`config.mk`:
```
export PLATFORM = sky130hd
export DESIGN_NAME = i2c_req_arbiter
export DESIGN_NICKNAME = d
export VERILOG_FILES = /design/src/rtl/i2c_req_arbiter.sv
export SDC_FILE = /design/constraint.sdc
export NUM_CORES = 1
export LEC_CHECK = 0
export ABC_CLOCK_PERIOD_IN_PS = 1870
export CORE_MARGIN = 5
export CORE_UTILIZATION = 41
export CTS_BUF_LIST = sky130_fd_sc_hd__clkbuf_16
export CTS_CLUSTER_DIAMETER = 40
export CTS_CLUSTER_SIZE = 16
export DETAILED_ROUTE_END_ITERATION = 12
export DONT_BUFFER_PORTS = 1
export GPL_ROUTABILITY_DRIVEN = 0
export GPL_TIMING_DRIVEN = 0
export PLACE_DENSITY = 0.64
export SKIP_CTS_REPAIR_TIMING = 1
export SYNTH_ARGS = -nofsm -noshare
export SYNTH_HDL_FRONTEND = slang
export SYNTH_SLANG_ARGS = --single-unit
export TNS_END_PERCENT = 5
```
`constraint.sdc`:
```
create_clock -name Clk -period 1.87 [get_ports Clk]
set_input_delay 0.0935 -clock Clk [delete_from_list [all_inputs] [get_ports Clk]]
set_output_delay 0.0935 -clock Clk [all_outputs]
set_load 0.01 [all_outputs]
```
`src/rtl/i2c_req_arbiter.sv`:
```
// Round-robin arbiter sharing one bme280_i2c_ctrl byte-command port between
// NREQ requesters; grant is held for a whole transfer, with a watchdog release.
module i2c_req_arbiter #(
  parameter int NREQ    = 2,
  parameter int TIMEOUT = 4096
) (
  input  logic              Clk,
  input  logic              Rst,
  input  logic [NREQ-1:0]   Req,
  input  logic [NREQ-1:0]   Start,
  input  logic [NREQ-1:0]   Rdwr,
  input  logic [NREQ-1:0]   Last,
  input  logic [8*NREQ-1:0] Addr,
  input  logic [8*NREQ-1:0] Txd,
  output logic [NREQ-1:0]   Gnt,
  output logic [NREQ-1:0]   Done,
  output logic [NREQ-1:0]   Err,
  output logic [7:0]        Rxd,
  output logic              Busy,
  output logic              I2CC_start,
  output logic              I2CC_rdwr,
  output logic              I2CC_last,
  output logic [7:0]        I2CC_addr,
  output logic [7:0]        I2CC_txd,
  input  logic [7:0]        I2CC_rxd,
  input  logic              I2CC_done
);

  localparam int PW = (NREQ > 1) ? $clog2(NREQ) : 1;
  localparam int CW = $clog2(TIMEOUT);

  typedef enum logic [1:0] {IDLE, GRANT, XFER} state_t;

  state_t          state_q, state_d;
  logic [PW-1:0]   ptr_q, ptr_d, own_q, own_d, nxt_ptr;
  logic [NREQ-1:0] gnt_q, gnt_d, done_q, done_d, err_q, err_d;
  logic [7:0]      rxd_q, rxd_d, addr_q, addr_d, txd_q, txd_d;
  logic            start_q, start_d, rdwr_q, rdwr_d, last_q, last_d;
  logic [CW-1:0]   cnt_q, cnt_d;

  logic            pick_vld;
  logic [PW-1:0]   pick, cand;
  logic            own_start, own_req, own_rdwr, own_last;
  logic [7:0]      own_addr, own_txd;

  // First set request at or above the pointer, wrapping modulo NREQ.
  always_comb begin
    pick_vld = 1'b0;
    pick     = '0;
    cand     = '0;
    for (int unsigned i = 0; i < NREQ; i++) begin
      cand = PW'((32'(ptr_q) + i) % NREQ);
      if (!pick_vld && Req[cand]) begin
        pick_vld = 1'b1;
        pick     = cand;
      end
    end
  end

  always_comb begin
    own_start = 1'b0;
    own_req   = 1'b0;
    own_rdwr  = 1'b0;
    own_last  = 1'b0;
    own_addr  = '0;
    own_txd   = '0;
    for (int unsigned i = 0; i < NREQ; i++) begin
      if (own_q == PW'(i)) begin
        own_start = Start[i];
        own_req   = Req[i];
        own_rdwr  = Rdwr[i];
        own_last  = Last[i];
        own_addr  = Addr[8*i +: 8];
        own_txd   = Txd[8*i +: 8];
      end
    end
  end

  assign nxt_ptr = (own_q == PW'(NREQ-1)) ? '0 : own_q + PW'(1);

  always_comb begin
    state_d = state_q;
    ptr_d   = ptr_q;
    own_d   = own_q;
    gnt_d   = gnt_q;
    done_d  = '0;
    err_d   = '0;
    rxd_d   = rxd_q;
    start_d = 1'b0;
    rdwr_d  = rdwr_q;
    last_d  = last_q;
    addr_d  = addr_q;
    txd_d   = txd_q;
    cnt_d   = cnt_q;
    case (state_q)
      IDLE: begin
        if (pick_vld) begin
          own_d   = pick;
          gnt_d   = NREQ'(1) << pick;
          state_d = GRANT;
        end
      end
      GRANT: begin
        if (own_start) begin
          rdwr_d  = own_rdwr;
          last_d  = own_last;
          addr_d  = own_addr;
          txd_d   = own_txd;
          start_d = 1'b1;
          cnt_d   = '0;
          state_d = XFER;
        end else if (!own_req) begin
          gnt_d   = '0;
          ptr_d   = nxt_ptr;
          state_d = IDLE;
        end
      end
      XFER: begin
        // A completion in the watchdog's final cycle still counts as success.
        if (I2CC_done) begin
          done_d = gnt_q;
          rxd_d  = I2CC_rxd;
          if (last_q || !own_req) begin
            gnt_d   = '0;
            ptr_d   = nxt_ptr;
            state_d = IDLE;
          end else begin
            state_d = GRANT;
          end
        end else if (cnt_q == CW'(TIMEOUT-1)) begin
          err_d   = gnt_q;
          gnt_d   = '0;
          ptr_d   = nxt_ptr;
          state_d = IDLE;
        end else if (cnt_q != '1) begin
          cnt_d = cnt_q + CW'(1);
        end
      end
      default: state_d = IDLE;
    endcase
  end

  always_ff @(posedge Clk) begin
    if (Rst) begin
      state_q <= IDLE;
      ptr_q   <= '0;
      own_q   <= '0;
      gnt_q   <= '0;
      done_q  <= '0;
      err_q   <= '0;
      rxd_q   <= '0;
      start_q <= 1'b0;
      rdwr_q  <= 1'b0;
      last_q  <= 1'b0;
      addr_q  <= '0;
      txd_q   <= '0;
      cnt_q   <= '0;
    end else begin
      state_q <= state_d;
      ptr_q   <= ptr_d;
      own_q   <= own_d;
      gnt_q   <= gnt_d;
      done_q  <= done_d;
      err_q   <= err_d;
      rxd_q   <= rxd_d;
      start_q <= start_d;
      rdwr_q  <= rdwr_d;
      last_q  <= last_d;
      addr_q  <= addr_d;
      txd_q   <= txd_d;
      cnt_q   <= cnt_d;
    end
  end

  assign Gnt        = gnt_q;
  assign Done       = done_q;
  assign Err        = err_q;
  assign Rxd        = rxd_q;
  assign Busy       = |gnt_q;
  assign I2CC_start = start_q;
  assign I2CC_rdwr  = rdwr_q;
  assign I2CC_last  = last_q;
  assign I2CC_addr  = addr_q;
  assign I2CC_txd   = txd_q;

endmodule
```
**Word-level counts from Yosys, hierarchy flattened**

Cells that the tools add are included.
W data, S select, Z words.

- Memory bits (read-only): 0
- Output and inout port bits: 34
- Memory bits (writable): 0
- Logic and storage cells: 94
- Memories: 0
- Register bits: 49
- Input port bits: 51
- Bits in latches: 0

- Order comparisons: 2
- Add/subtract/negate cells: 3
- $mul: 0
- Muxes and demuxes: 39
- Equality and inequality tests: 14
- Reductions and logical operators: 18
- Shift-type cells: 1
- Divide/modulo/power cells: 0
- Bitwise gates (word level): 4

Operator list:

| kind | count |
|---|---|
| $mux W12 | 4 |
| $pmux W12 S2 | 1 |
| $mux W1 | 20 |
| $mux W2 | 9 |
| $mux W8 | 2 |
| $ne A2 B2 Y1 const B | 7 |
| $add A12 B1 Y12 const B | 1 |
| $eq A12 B12 Y1 const B | 1 |
| $ne A12 B12 Y1 const B | 1 |
| $pmux W2 S3 | 2 |
| $reduce_and A5 Y1 | 2 |
| $ne A3 B3 Y1 const B | 3 |
| $reduce_and A2 Y1 | 3 |
| $reduce_and A6 Y1 | 1 |
| $lt A1 B2 Y1 const B | 2 |
| $not A1 Y1 | 4 |
| $reduce_or A2 Y1 | 2 |
| $reduce_or A4 Y1 | 1 |
| $reduce_and A3 Y1 | 1 |
| $reduce_bool A3 Y1 | 1 |
| $reduce_or A3 Y1 | 1 |
| $add A1 B1 Y1 const B | 2 |
| $eq A2 B1 Y1 const B | 1 |
| $eq A2 B2 Y1 const B | 1 |
| 7 further kinds | 8 |

**Depth between registers and ports, before layout**

- Depth in word-level cells: 9
- Gate-level depth with buffers: 8
- Gate-level depth less buffers: 7

**Worst setup path before layout**

OpenSTA, ideal clock, no wires.

- Kind: reg-to-reg
- Start: reg state_q[0]
- End: reg gnt_q[1] (netlist: Gnt[1])
- Arrival: 1.762 ns
- Slack: -0.008 ns
- Period minus slack after synthesis: 1.878 ns
- Buffers on the path: 1
- Setup time: 0.116 ns
- Stages on the path, launching flop included: 9
- Required time: 1.754 ns
- Path through: dfxtp_1 inv_1 ha_1 clkbuf_8 nand2_2 a211oi_2 nor4b_1 a21oi_1 a41o_1

- Word-level cells in the longest chain between the ends: 3
- Elaborated cells between the ends (all ways): 11
- Classes of those cells: eq/ne (7); mux (1); reduce/logical (3)

RTL lines:

| element | line | source |
|---|---|---|
| start, declared | 34 | `state_t state_q, state_d;` |
| start signal, assigned | 159 | `state_q <= state_d;` |
| $eq A2 B2 Y1, or another cell as far along | 95 | `case (state_q)` |
| $ne A3 B3 Y1 (no source line), or another cell as far along | n/a |  |
| $reduce_and A6 Y1 (no source line) | n/a |  |
| end signal, assigned | 162 | `gnt_q <= gnt_d;` |
| end, declared | 36 | `logic [NREQ-1:0] gnt_q, gnt_d, done_q, done_d, err_q, err_d;` |

Parallel ways exist; a longest one is shown, timed or not.
A chain may end at the register's enable or synchronous reset.

**Worst setup path after layout**

- Start: reg state_q[0]
- End: reg cnt_q[10]

- Word-level cells in the longest chain between the ends: 3
- Elaborated cells between the ends (all ways): 9
- Classes of those cells: eq/ne (6); mux (1); reduce/logical (2)

RTL lines:

| element | line | source |
|---|---|---|
| $eq A2 B2 Y1 / $eq A2 B1 Y1 (equally long branches) | 95 |  |
| $ne A2 B2 Y1 (no source line) / $reduce_bool A2 Y1 (equally long branches) | n/a |  |
| $reduce_and A5 Y1 (no source line) | n/a |  |
| end signal, assigned | 171 | `cnt_q <= cnt_d;` |
| end, declared | 39 | `logic [CW-1:0] cnt_q, cnt_d;` |

Parallel ways exist; a longest one is shown, timed or not.

==> flow_results.xml <==
<?xml version="1.0" encoding="UTF-8"?>
<metrics>
  <group name="die">
    <metric name="design.die.area" unit="sq um">7480</metric>
    <metric name="die_h" unit="um">86.49</metric>
    <metric name="initial_core_util" unit="">0.4277</metric>
    <metric name="top_level_ports" unit="">85</metric>
    <metric name="rows" unit="">27</metric>
    <metric name="die_w" unit="um">86.49</metric>
    <metric name="core_area" unit="sq um">5608</metric>
  </group>
  <group name="sta">
    <metric name="tightestPinTransition" unit="ps">668.0</metric>
    <metric name="setup_viol" unit="">0</metric>
    <metric name="finalHoldViolCount" unit="">1</metric>
    <metric name="max_freq" unit="MHz">550.5</metric>
    <metric name="finalWorstPathRequiredPeriod" unit="ps">1816</metric>
    <metric name="maxSlewViolCount" unit="">0</metric>
    <metric name="max_slew_margin" unit="">0.5547</metric>
    <metric name="unrepaired_setup_endpoints_after_global_routing" unit="">true</metric>
    <metric name="setup_total_negative_slack" unit="ps">0</metric>
    <metric name="hold-worst-slack" unit="ps">-3.143</metric>
    <metric name="final_worst_clock_skew" unit="ps">4.020</metric>
    <metric name="worst_slack" unit="ps">53.54</metric>
    <metric name="finalCritPeriodShare" unit="">0.9714</metric>
  </group>
  <group name="outcome">
    <metric name="failed_checks" unit="">negative hold slack</metric>
    <metric name="outcome" unit="">finished, violations left</metric>
  </group>
  <group name="clock_tree">
    <metric name="clkSinkCount" unit="">49</metric>
    <metric name="number_of_buffers_added_by_the_clock_tree_synthesis_step" unit="">5</metric>
    <metric name="clkSlewWorstSetupHoldPaths" unit="ps">60</metric>
    <metric name="clk_latency" unit="ps">290</metric>
    <metric name="clk_path_buf_depth" unit="">2</metric>
    <metric name="tritoncts" unit="">yes</metric>
    <metric name="ctsHtreeMaxLevel" unit="">2</metric>
    <metric name="cts-root-buf" unit="">sky130_fd_sc_hd__clkbuf_16</metric>
  </group>
  <group name="cells_and_area">
    <metric name="sequential_cell_area" unit="sq um">984.7</metric>
    <metric name="most_common_cell_after_layout_fill_and_taps_aside" unit="">sky130_fd_sc_hd__dfxtp_1</metric>
    <metric name="drive_above_1_share" unit="">0.1655</metric>
    <metric name="area_used_by_multi_input_combinational_logic" unit="sq um">1371</metric>
    <metric name="final_cell_count_no_fill" unit="">356</metric>
    <metric name="num_antenna_cells" unit="">0</metric>
    <metric name="n_fill_cell" unit="">543</metric>
    <metric name="finish.net_count" unit="">340</metric>
    <metric name="flow.area_growth_from_synthesis" unit="%">18.21</metric>
    <metric name="layout_common_cells" unit="">sky130_fd_sc_hd__dfxtp_1, sky130_fd_sc_hd__nand2_1, sky130_fd_sc_hd__nor2_1, sky130_fd_sc_hd__a211oi_1, sky130_fd_sc_hd__mux2i_1</metric>
  </group>
  <group name="critical_path">
    <metric name="crit_slowest_cell" unit="">sky130_fd_sc_hd__dfxtp_2</metric>
    <metric name="timing.critical_path.cells" unit="">inv_2 -&gt; ha_1 -&gt; buf_8 -&gt; and2_2 -&gt; o31a_1 -&gt; o21ai_1 -&gt; o41ai_1</metric>
    <metric name="critical_path_cell_count" unit="">7</metric>
    <metric name="cp_data_required_time" unit="ps">2040</metric>
    <metric name="timing.critical_path.fanout_max" unit="">10</metric>
    <metric name="worst_path_dominant_cell_family" unit="">compound AO/OA/AOI/OAI gates</metric>
    <metric name="worst_path_largest_cell_delay" unit="ps">360</metric>
    <metric name="r2r_slack" unit="ps">50</metric>
    <metric name="crit_type" unit="">reg2reg</metric>
    <metric name="worstSetupEndpointType" unit="">flop</metric>
    <metric name="timing.critical_path.arrival" unit="ps">1980</metric>
    <metric name="critPathBufInv" unit="">2</metric>
    <metric name="reg2regPathDepth" unit="">7</metric>
    <metric name="startpoint_type" unit="">flop</metric>
  </group>
  <group name="job">
    <metric name="cap_violations" unit="">0</metric>
  </group>
  <group name="logic_synthesis">
    <metric name="syn-instance-count" unit="">268</metric>
    <metric name="synth_warnings" unit="">0</metric>
    <metric name="ys_async_sr_fraction" unit="">0</metric>
    <metric name="synth-edff-count" unit="">0</metric>
    <metric name="ys_ff_latch" unit="">49</metric>
    <metric name="synth_sequential_area_ratio" unit="">0.4090</metric>
    <metric name="synth_ff_type" unit="">sky130_fd_sc_hd__dfxtp_1</metric>
    <metric name="post_synth_instance_area" unit="sq um">2399</metric>
    <metric name="postSynthNetCount" unit="">324</metric>
    <metric name="syn-mean-instance-area" unit="sq um">8.950</metric>
    <metric name="synth.lib_cells_used.distinct" unit="">52</metric>
  </group>
  <group name="global_routing">
    <metric name="grt_antenna_before_repair" unit="">0</metric>
    <metric name="grt_total_ovfl" unit="">0</metric>
    <metric name="grt_first_pass_wirelength" unit="um">9018</metric>
    <metric name="grt_max_degree" unit="">15</metric>
    <metric name="total_track_usage" unit="">0.1537</metric>
    <metric name="grt_pass1_vias" unit="">1835</metric>
  </group>
  <group name="drt">
    <metric name="antenna_left" unit="">0</metric>
    <metric name="vias" unit="">2002</metric>
    <metric name="post_drt_via_cell_ratio" unit="">5.624</metric>
    <metric name="routed_wirelength" unit="um">5957</metric>
    <metric name="post-route-drc-count" unit="">0</metric>
    <metric name="firstDrtPassIters" unit="">4</metric>
    <metric name="first_iter_violations" unit="">137</metric>
    <metric name="drt-wirelength-per-cell" unit="um">16.73</metric>
  </group>
  <group name="placed_design">
    <metric name="buffer_ports.inserted" unit="">0</metric>
    <metric name="post-dp-hpwl" unit="um">4378</metric>
    <metric name="detailedPlace.worstSlack" unit="ps">-197.0</metric>
    <metric name="placed_cells_incl_taps" unit="">340</metric>
  </group>
  <group name="power">
    <metric name="reported_leakage_power" unit="uW">0.001019</metric>
    <metric name="totalPowerFinal" unit="uW">2719</metric>
    <metric name="vdd.ir_drop.worst" unit="uV">491.8</metric>
    <metric name="powerDensity" unit="nW/um^2">959.1</metric>
  </group>
  <group name="min_path">
    <metric name="timing.hold.worst.class" unit="">in2reg</metric>
    <metric name="whs_path_depth" unit="">2</metric>
  </group>
</metrics>
-- report_power, final --
| part | internal [uW] | total (uW) | switching (uW) |
|---|---|---|---|
| sequential | 1130 | 1220 | 94.3 |
| combinational | 228 | 512 | 284 |
| clock | 620 | 984 | 364 |
| total | 1980 | 2720 | 743 |
-- cells in the mapped netlist (all sizes together) (3+ instances only) --
master	instances	area, sq um
dfxtp	49	980.9
nand2	35	133.9
nor2	33	123.9
a211oi	21	162.6
mux2i	18	180.2
a21oi	14	73.82
o21ai	12	63.81
clkbuf	10	67.57
inv	8	30.03
nand3	6	35.03
buf	5	32.53
ha	5	62.56
o31ai	5	37.54
and2	4	25.02
o41ai	4	42.55
a31oi	3	18.77
and3	3	18.77
nand2b	3	33.79
nor4	3	33.78
or3	3	18.77
-- state kept, by name (all words and copies together), names as in the netlist --
name and count:
ptr_q 1, Err 2, Done 2, cnt_q 12, state_q 2, I2CC_addr 8
Rxd 8, I2CC_last 1, I2CC_txd 8, I2CC_rdwr 1, I2CC_start 1, Gnt 2
own_q 1
-- logic make-up after synthesis --
kind of cell	Yosys count	synth area share
multiplexers	19	0.07981
XOR/XNOR	2	0.007304
adder cells (fa/ha/maj)	5	0.02608
buffers and inverters	23	0.05425
AO/OA/AOI/OAI	69	0.2081
AND/OR/NAND/NOR	101	0.2155
flip-flops	49	0.4090
-- worst register-to-register path: stages (launching register included) --
cell	delay [ps]
sky130_fd_sc_hd__dfxtp_2	360
sky130_fd_sc_hd__inv_2	60
sky130_fd_sc_hd__ha_1	210
sky130_fd_sc_hd__buf_8	150
sky130_fd_sc_hd__and2_2	250
sky130_fd_sc_hd__o31a_1	360
sky130_fd_sc_hd__o21ai_1	200
sky130_fd_sc_hd__o41ai_1	100
-- final timing paths --
path,startpoint,to
max reg2reg,state_q[0],cnt_q[10]
min,I2CC_done,Done[0]
min reg2reg,state_q[1],state_q[1]
max,state_q[0],cnt_q[10]
-- cell type report --
type	instances	area share
inverter	8	0.01059
sequential	49	0.3473
buffer	13	0.03398
clock inverter	2	0.01236
timing repair buffer	11	0.03619
tap	72	0.03177
clock buffer	5	0.04413
multi-input combinational	196	0.4837
-- metrics by stage --
step | instance area [sq um] | util
5_1_grt | 2835 | 0.5056
3_3_place_gp | 2495 | 0.4449
4_1_cts | 2655 | 0.4734
3_5_place_dp | 2495 | 0.4449
2_1_floorplan | 2405 | -
6_report | 2835 | 0.5056
-- per-layer routing --
metal / GRT usage / vias up / share of wire
met5: 0 / - / 0
met1: 0.1917 / 913 / 0.42
met4: 0.06374 / 0 / 0.020
li1: - / 1003 / -
met3: 0.06464 / 11 / 0.10
met2: 0.2330 / 75 / 0.46
Power figures use the tool's default switching activity.
